## config.mk

```make
export PLATFORM = sky130hd
export DESIGN_NAME = seq_detect_param
export DESIGN_NICKNAME = d
export VERILOG_FILES = /design/src/rtl/seq_detect_param.sv
export SDC_FILE = /design/constraint.sdc
export NUM_CORES = 1
export LEC_CHECK = 0
export CAP_MARGIN = 20
export CORE_MARGIN = 2
export CORE_UTILIZATION = 53
export DETAILED_ROUTE_END_ITERATION = 10
export HOLD_SLACK_MARGIN = 0.06
export PLACE_DENSITY = 0.81
export SYNTH_ARGS = -nofsm -noshare
export SYNTH_HDL_FRONTEND = slang
export SYNTH_SLANG_ARGS = --single-unit
```

## constraint.sdc

```tcl
create_clock -name clk -period 5.7 [get_ports clk]
set_input_delay 1.14 -clock clk [delete_from_list [all_inputs] [get_ports clk]]
set_output_delay 1.14 -clock clk [all_outputs]
set_load 0.02 [all_outputs]
```

## src/rtl/seq_detect_param.sv

```systemverilog
// seq_detect_param: parametrised serial sequence detector.
//
// Shifts accepted bits of a 1-bit stream into a PAT_W-deep history and flags
// every cycle where the newest PAT_W accepted bits equal PATTERN. Bit PAT_W-1
// of PATTERN is the oldest bit and bit 0 the most recent one.
//
// The shift/compare form is used directly. A KMP-fallback FSM over S0..S_PAT_W
// would be cycle-identical, but the compare needs no fallback table.
//
// Ports:
//   clk        rising-edge clock
//   rst        synchronous reset, active-high
//   in         serial data bit
//   in_valid   'in' is accepted only when high
//   cnt_clr    synchronous clear of match_cnt and cnt_sat (lower priority than rst)
//   out        one-cycle match pulse (same cycle if MOORE=0, one cycle later if MOORE=1)
//   match_cnt  saturating count of matches since reset or clear
//   cnt_sat    sticky flag, set once match_cnt reaches all-ones
module seq_detect_param #(
  parameter int unsigned          PAT_W   = 4,
  parameter logic [PAT_W-1:0]     PATTERN = 4'b1011,
  parameter bit                   OVERLAP = 1'b1,
  parameter bit                   MOORE   = 1'b0,
  parameter int unsigned          CNT_W   = 8
) (
  input  logic             clk,
  input  logic             rst,
  input  logic             in,
  input  logic             in_valid,
  input  logic             cnt_clr,
  output logic             out,
  output logic [CNT_W-1:0] match_cnt,
  output logic             cnt_sat
);

  localparam int unsigned      FillW    = $clog2(PAT_W + 1);
  localparam logic [FillW-1:0] FillFull = FillW'(PAT_W);
  localparam logic [CNT_W-1:0] CntMax   = '1;

  logic [PAT_W-1:0] hist_q, hist_d, hist_acc;
  logic [FillW-1:0] fill_q, fill_d, fill_acc;
  logic             out_q, out_d;
  logic [CNT_W-1:0] match_cnt_q, match_cnt_d;
  logic             cnt_sat_q, cnt_sat_d;
  logic             hit;

  // History update and match compare.
  always_comb begin
    hist_acc = hist_q;
    fill_acc = fill_q;
    if (in_valid) begin
      hist_acc = {hist_q[PAT_W-2:0], in};
      fill_acc = (fill_q == FillFull) ? fill_q : fill_q + FillW'(1);
    end

    // The fill check keeps zeros left over from reset from aliasing a match.
    hit = in_valid & (fill_acc == FillFull) & (hist_acc == PATTERN);

    hist_d = hist_acc;
    fill_d = fill_acc;
    if (hit && !OVERLAP) begin
      // Non-overlapping: the next match must be built from PAT_W fresh bits.
      hist_d = '0;
      fill_d = '0;
    end

    out_d = hit;
  end

  // Saturating match counter; cnt_clr wins over a same-cycle hit.
  always_comb begin
    match_cnt_d = match_cnt_q;
    cnt_sat_d   = cnt_sat_q;
    if (cnt_clr) begin
      match_cnt_d = '0;
      cnt_sat_d   = 1'b0;
    end else begin
      if (hit && (match_cnt_q != CntMax)) begin
        match_cnt_d = match_cnt_q + CNT_W'(1);
      end
      if (match_cnt_d == CntMax) begin
        cnt_sat_d = 1'b1;
      end
    end
  end

  always_ff @(posedge clk) begin
    if (rst) begin
      hist_q      <= '0;
      fill_q      <= '0;
      out_q       <= 1'b0;
      match_cnt_q <= '0;
      cnt_sat_q   <= 1'b0;
    end else begin
      hist_q      <= hist_d;
      fill_q      <= fill_d;
      out_q       <= out_d;
      match_cnt_q <= match_cnt_d;
      cnt_sat_q   <= cnt_sat_d;
    end
  end

  // Output is held low during reset in both timing modes.
  always_comb begin
    out = MOORE ? (out_q & ~rst) : (hit & ~rst);
  end

  assign match_cnt = match_cnt_q;
  assign cnt_sat   = cnt_sat_q;

endmodule

```

---- Word-level counts from Yosys, hierarchy flattened ----
Cells that the tools add are included.
storage, ports and cells
  logic and storage cells ................. 22
  bits of input ports ..................... 5
  output and inout port bits .............. 10
  flip-flop bits (word level) ............. 16
cells by class
  eq/ne operators ......................... 5
  $add $sub $neg .......................... 2
  reductions and logical operators ........ 2
  bitwise gates (word level) .............. 4
  multiplexer cells ....................... 5
operators by type and width
  cell                   number
  $mux W8                2
  $add A8 B1 Y8 const B  1
  $eq A8 B8 Y1 const B   1
  $ne A8 B8 Y1 const B   1
  $eq A3 B3 Y1 const B   2
  $mux W3                2
  $eq A4 B4 Y1 const B   1
  $mux W4                1
  $add A3 B1 Y3 const B  1
  $and A1 B1 Y1          3
  $reduce_or A2 Y1       1
  $logic_and A1 B1 Y1    1
  $not A1 Y1             1

---- Logic depth before layout (Yosys ltp) ----
  depth after elaboration ................. 10
  mapped depth ............................ 9
  gate-level depth less buffers ........... 8

---- Least setup slack after synthesis ----
OpenSTA, ideal clock, no wires.
  path kind ............................... input port to output port
  start point ............................. in in_valid
  end point ............................... out out
  stages .................................. 6
  setup slack ............................. 1924 ps
  arrival time ............................ 2636 ps
  data required time ...................... 4560 ps
  path buffers ............................ 2
  path through ............................ buf_6 -> and4b_1 -> or4_1 -> buf_2 -> or2_1 -> nor2_1
on the way
  longest elaborated chain between the ends .. 5
  elaborated cells on any way between the ends .. 7
  those cells by class .................... eq/ne (2); mux (2); bitwise (3)
ends and longest elaborated chain
  item             line  RTL
  from (decl)      29    input logic in_valid,
  $mux W3          51    if (in_valid) begin
  $eq A3 B3 Y1     57    hit = in_valid & (fill_acc == FillFull) & (hist_acc == PATTERN);
  $and A1 B1 Y1    57
  $and A1 B1 Y1 *  57
  $and A1 B1 Y1 *  105   out = MOORE ? (out_q & ~rst) : (hit & ~rst);
  to (decl)        31    output logic out,
Mark *: on every way between the ends. The rest lies on a longest branch, timed or not.

---- Final worst setup path ----
Ends and elaborated chain as after synthesis.

==> flow_summary.ini <==
[drt]
drtAntennaViolNets = 0
drcViolationCount = 0
highest_layer = met4
met2_length_um = 764
wl_per_cell_um = 12.7
route.met3.wl_um = 74
wirelength_um = 1610
num_vias = 717
drtIter0Drc = 9
vias_per_cell = 5.65
m1WireLength_um = 730
firstDrtPassIters = 4

[global_route]
grt_max_degree = 10
grt-ovfl-total = 0
grt_pass1_wl_um = 2830
grt_util_all_layers = 0.197
antenna_found_initial = 0
grt_pass1_vias = 677

[outcome]
status = finished, final reports clean

[clocking]
clk_pin_slew_ps = 80
cts_setup_buffers = 0
clk_latency_ps = 280
cts_buffers = 3
cts_resized = 0
clockBufferDepth = 2
root_buffer = clkbuf_4
cts_tree = yes
htreeDepth = 1
postCtsHoldBufs = 0
clkSinkCount = 15

[timing]
setup_viol = 0
rsz0062_at_grt = no
fin_setup_tns_ps = 0
max_slew_margin = 0.637
finalCritPeriodShare = 0.832
tightestPinTransition_ps = 540
hold_violations = 0
period_needed_ps = 4740
maxSlewViolCount = 0
fin_worst_skew_ps = 1.95
max_freq_ghz = 0.211

[setup_path]
crit_path_end_kind = output pin
critPathLaunchType = input port
crit_fanout = 7
critPathRequiredTime_ps = 4560
critPathKind = input port to output pin
critical_path_arrival_ps = 3600

[synthesis]
yosysUniqueCellTypes = 36
async_reset_ff_frac = 0
yosys.area.top_type = dfxtp_1
synth_area_leaders = dfxtp_1, nor2_1, mux2i_1
ys.flop_type = dfxtp_1
yosys_warnings = 0
synth_fp_nets = 107
seq_area_frac_synth = 0.364
synthCells = 99
synth-seq-cells = 15
synth-edff-count = 0
post_synth.cell_area_avg_sq_um = 8.33
synth_top_area_frac = 0.364
netlist_area_sq_um = 825

[power]
ir_drop_mv = 0.143
leakage_nw = 0.343
pwr_density_cell_nw_per_um2 = 189

[placement]
post-place-cells = 123
portBuffers = 14
gp_congestion = 0.861
hpwl_um = 1200

[finish]
final_util = 0.657
n_fill_cell = 126
n_antenna_cell = 0
drive_gt1_frac = 0.0541
area_delta_synth_final_pct = 18.7
fin_cells = 127
nets = 120

[floorplan]
io_pins = 15
start_util = 0.554
rows = 14
die_y_um = 43.4
core-area_sq_um = 1490
die_w_um = 43.4
fp.dieArea_sq_um = 1890

[flow_run]
cap_viol_max_count = 0

[worst_hold_path]
hold_class = flop to flop
[critical path, stage by stage]
cell and delay [ps]:
clkdlybuf4s50_1 520, and4b_1 250, or4_1 640, or2_1 330
nor2_1 100, clkdlybuf4s50_1 610
[cells by family after synthesis]
family | count (synthesis) | synth area share
flops | 15 | 0.364
fa+ha+maj | 3 | 0.0455
mux | 4 | 0.0486
buf+inv | 8 | 0.0486
simple gates | 49 | 0.313
xor+xnor | 8 | 0.0850
compound gates | 12 | 0.0956
[per-stage QoR]
step	hold slack, ps	power, mW	setup WS [ps]	instance area, sq um
after floorplan	453	0.124	1920	825
after global placement	454	0.128	1000	952
after detailed placement	467	0.129	965	952
after CTS	487	0.188	964	978
after global routing	505	0.196	812	978
final	480	0.185	959	978
[placed cells by master (no fill, tap or decap), types with 3 or more instances in the layout]
cell type,instances
a21oi_1,5
xnor2_1,4
dfxtp_1,15
nor3_1,3
clkdlybuf4s50_1,14
mux2i_1,4
xor2_1,4
nand4_1,4
clkbuf_4,3
ha_1,3
nand2_1,7
nor2_1,17
[per-layer routing]
layer  vias up  global-route usage
li1        367                   -
met1       325               0.247
met2        20               0.319
met3         5              0.0292
met4         0               0.115
met5         -                   0
[flip-flops by register name, indices dropped and copies added, names as in the netlist]
| register | count |
|---|---|
| match_cnt | 8 |
| hist_q | 3 |
| fill_q | 3 |
| cnt_sat | 1 |
[synth_stat cells (2+ instances only)]
master and count:
a21oi_1 5, nor3_1 3, inv_1 2, nor2_1 17
nor2b_1 2, xor2_1 4, and2_1 2, nand4_1 4
mux2i_1 4, and4_1 2, ha_1 3, nand2_1 7
buf_2 2, buf_1 2, dfxtp_1 15, xnor2_1 4
nand3_1 2
[final timing paths]
path                            cells past startpoint              endpoint            startpoint  slack [ps]
worst min register to register                      1  cnt_sat$_SDFFE_PP0N_  cnt_sat$_SDFFE_PP0N_         480
worst max-delay path                                6                   out              in_valid         960
worst min-delay path                                1  cnt_sat$_SDFFE_PP0N_  cnt_sat$_SDFFE_PP0N_         480
worst max register to register                      8  cnt_sat$_SDFFE_PP0N_  fill_q[0]$_SDFF_PP0_        3220
[area by class of cell]
cell class / instances / area [sq um] / share of cell area
Multi-Input combinational cell: 76 / 484 / 0.495
Sequential cell: 15 / 300 / 0.307
Tap cell: 16 / 20.0 / 0.0205
Inverter: 2 / 7.51 / 0.00767
Clock buffer: 4 / 26.3 / 0.0269
Timing Repair Buffer: 14 / 140 / 0.143
[power by group]
part           internal, mW  switching (mW)
Clock                0.0272          0.0312
Combinational       0.00820         0.00940
Sequential            0.107         0.00194
No activity file was read; power rests on OpenSTA's default activity.
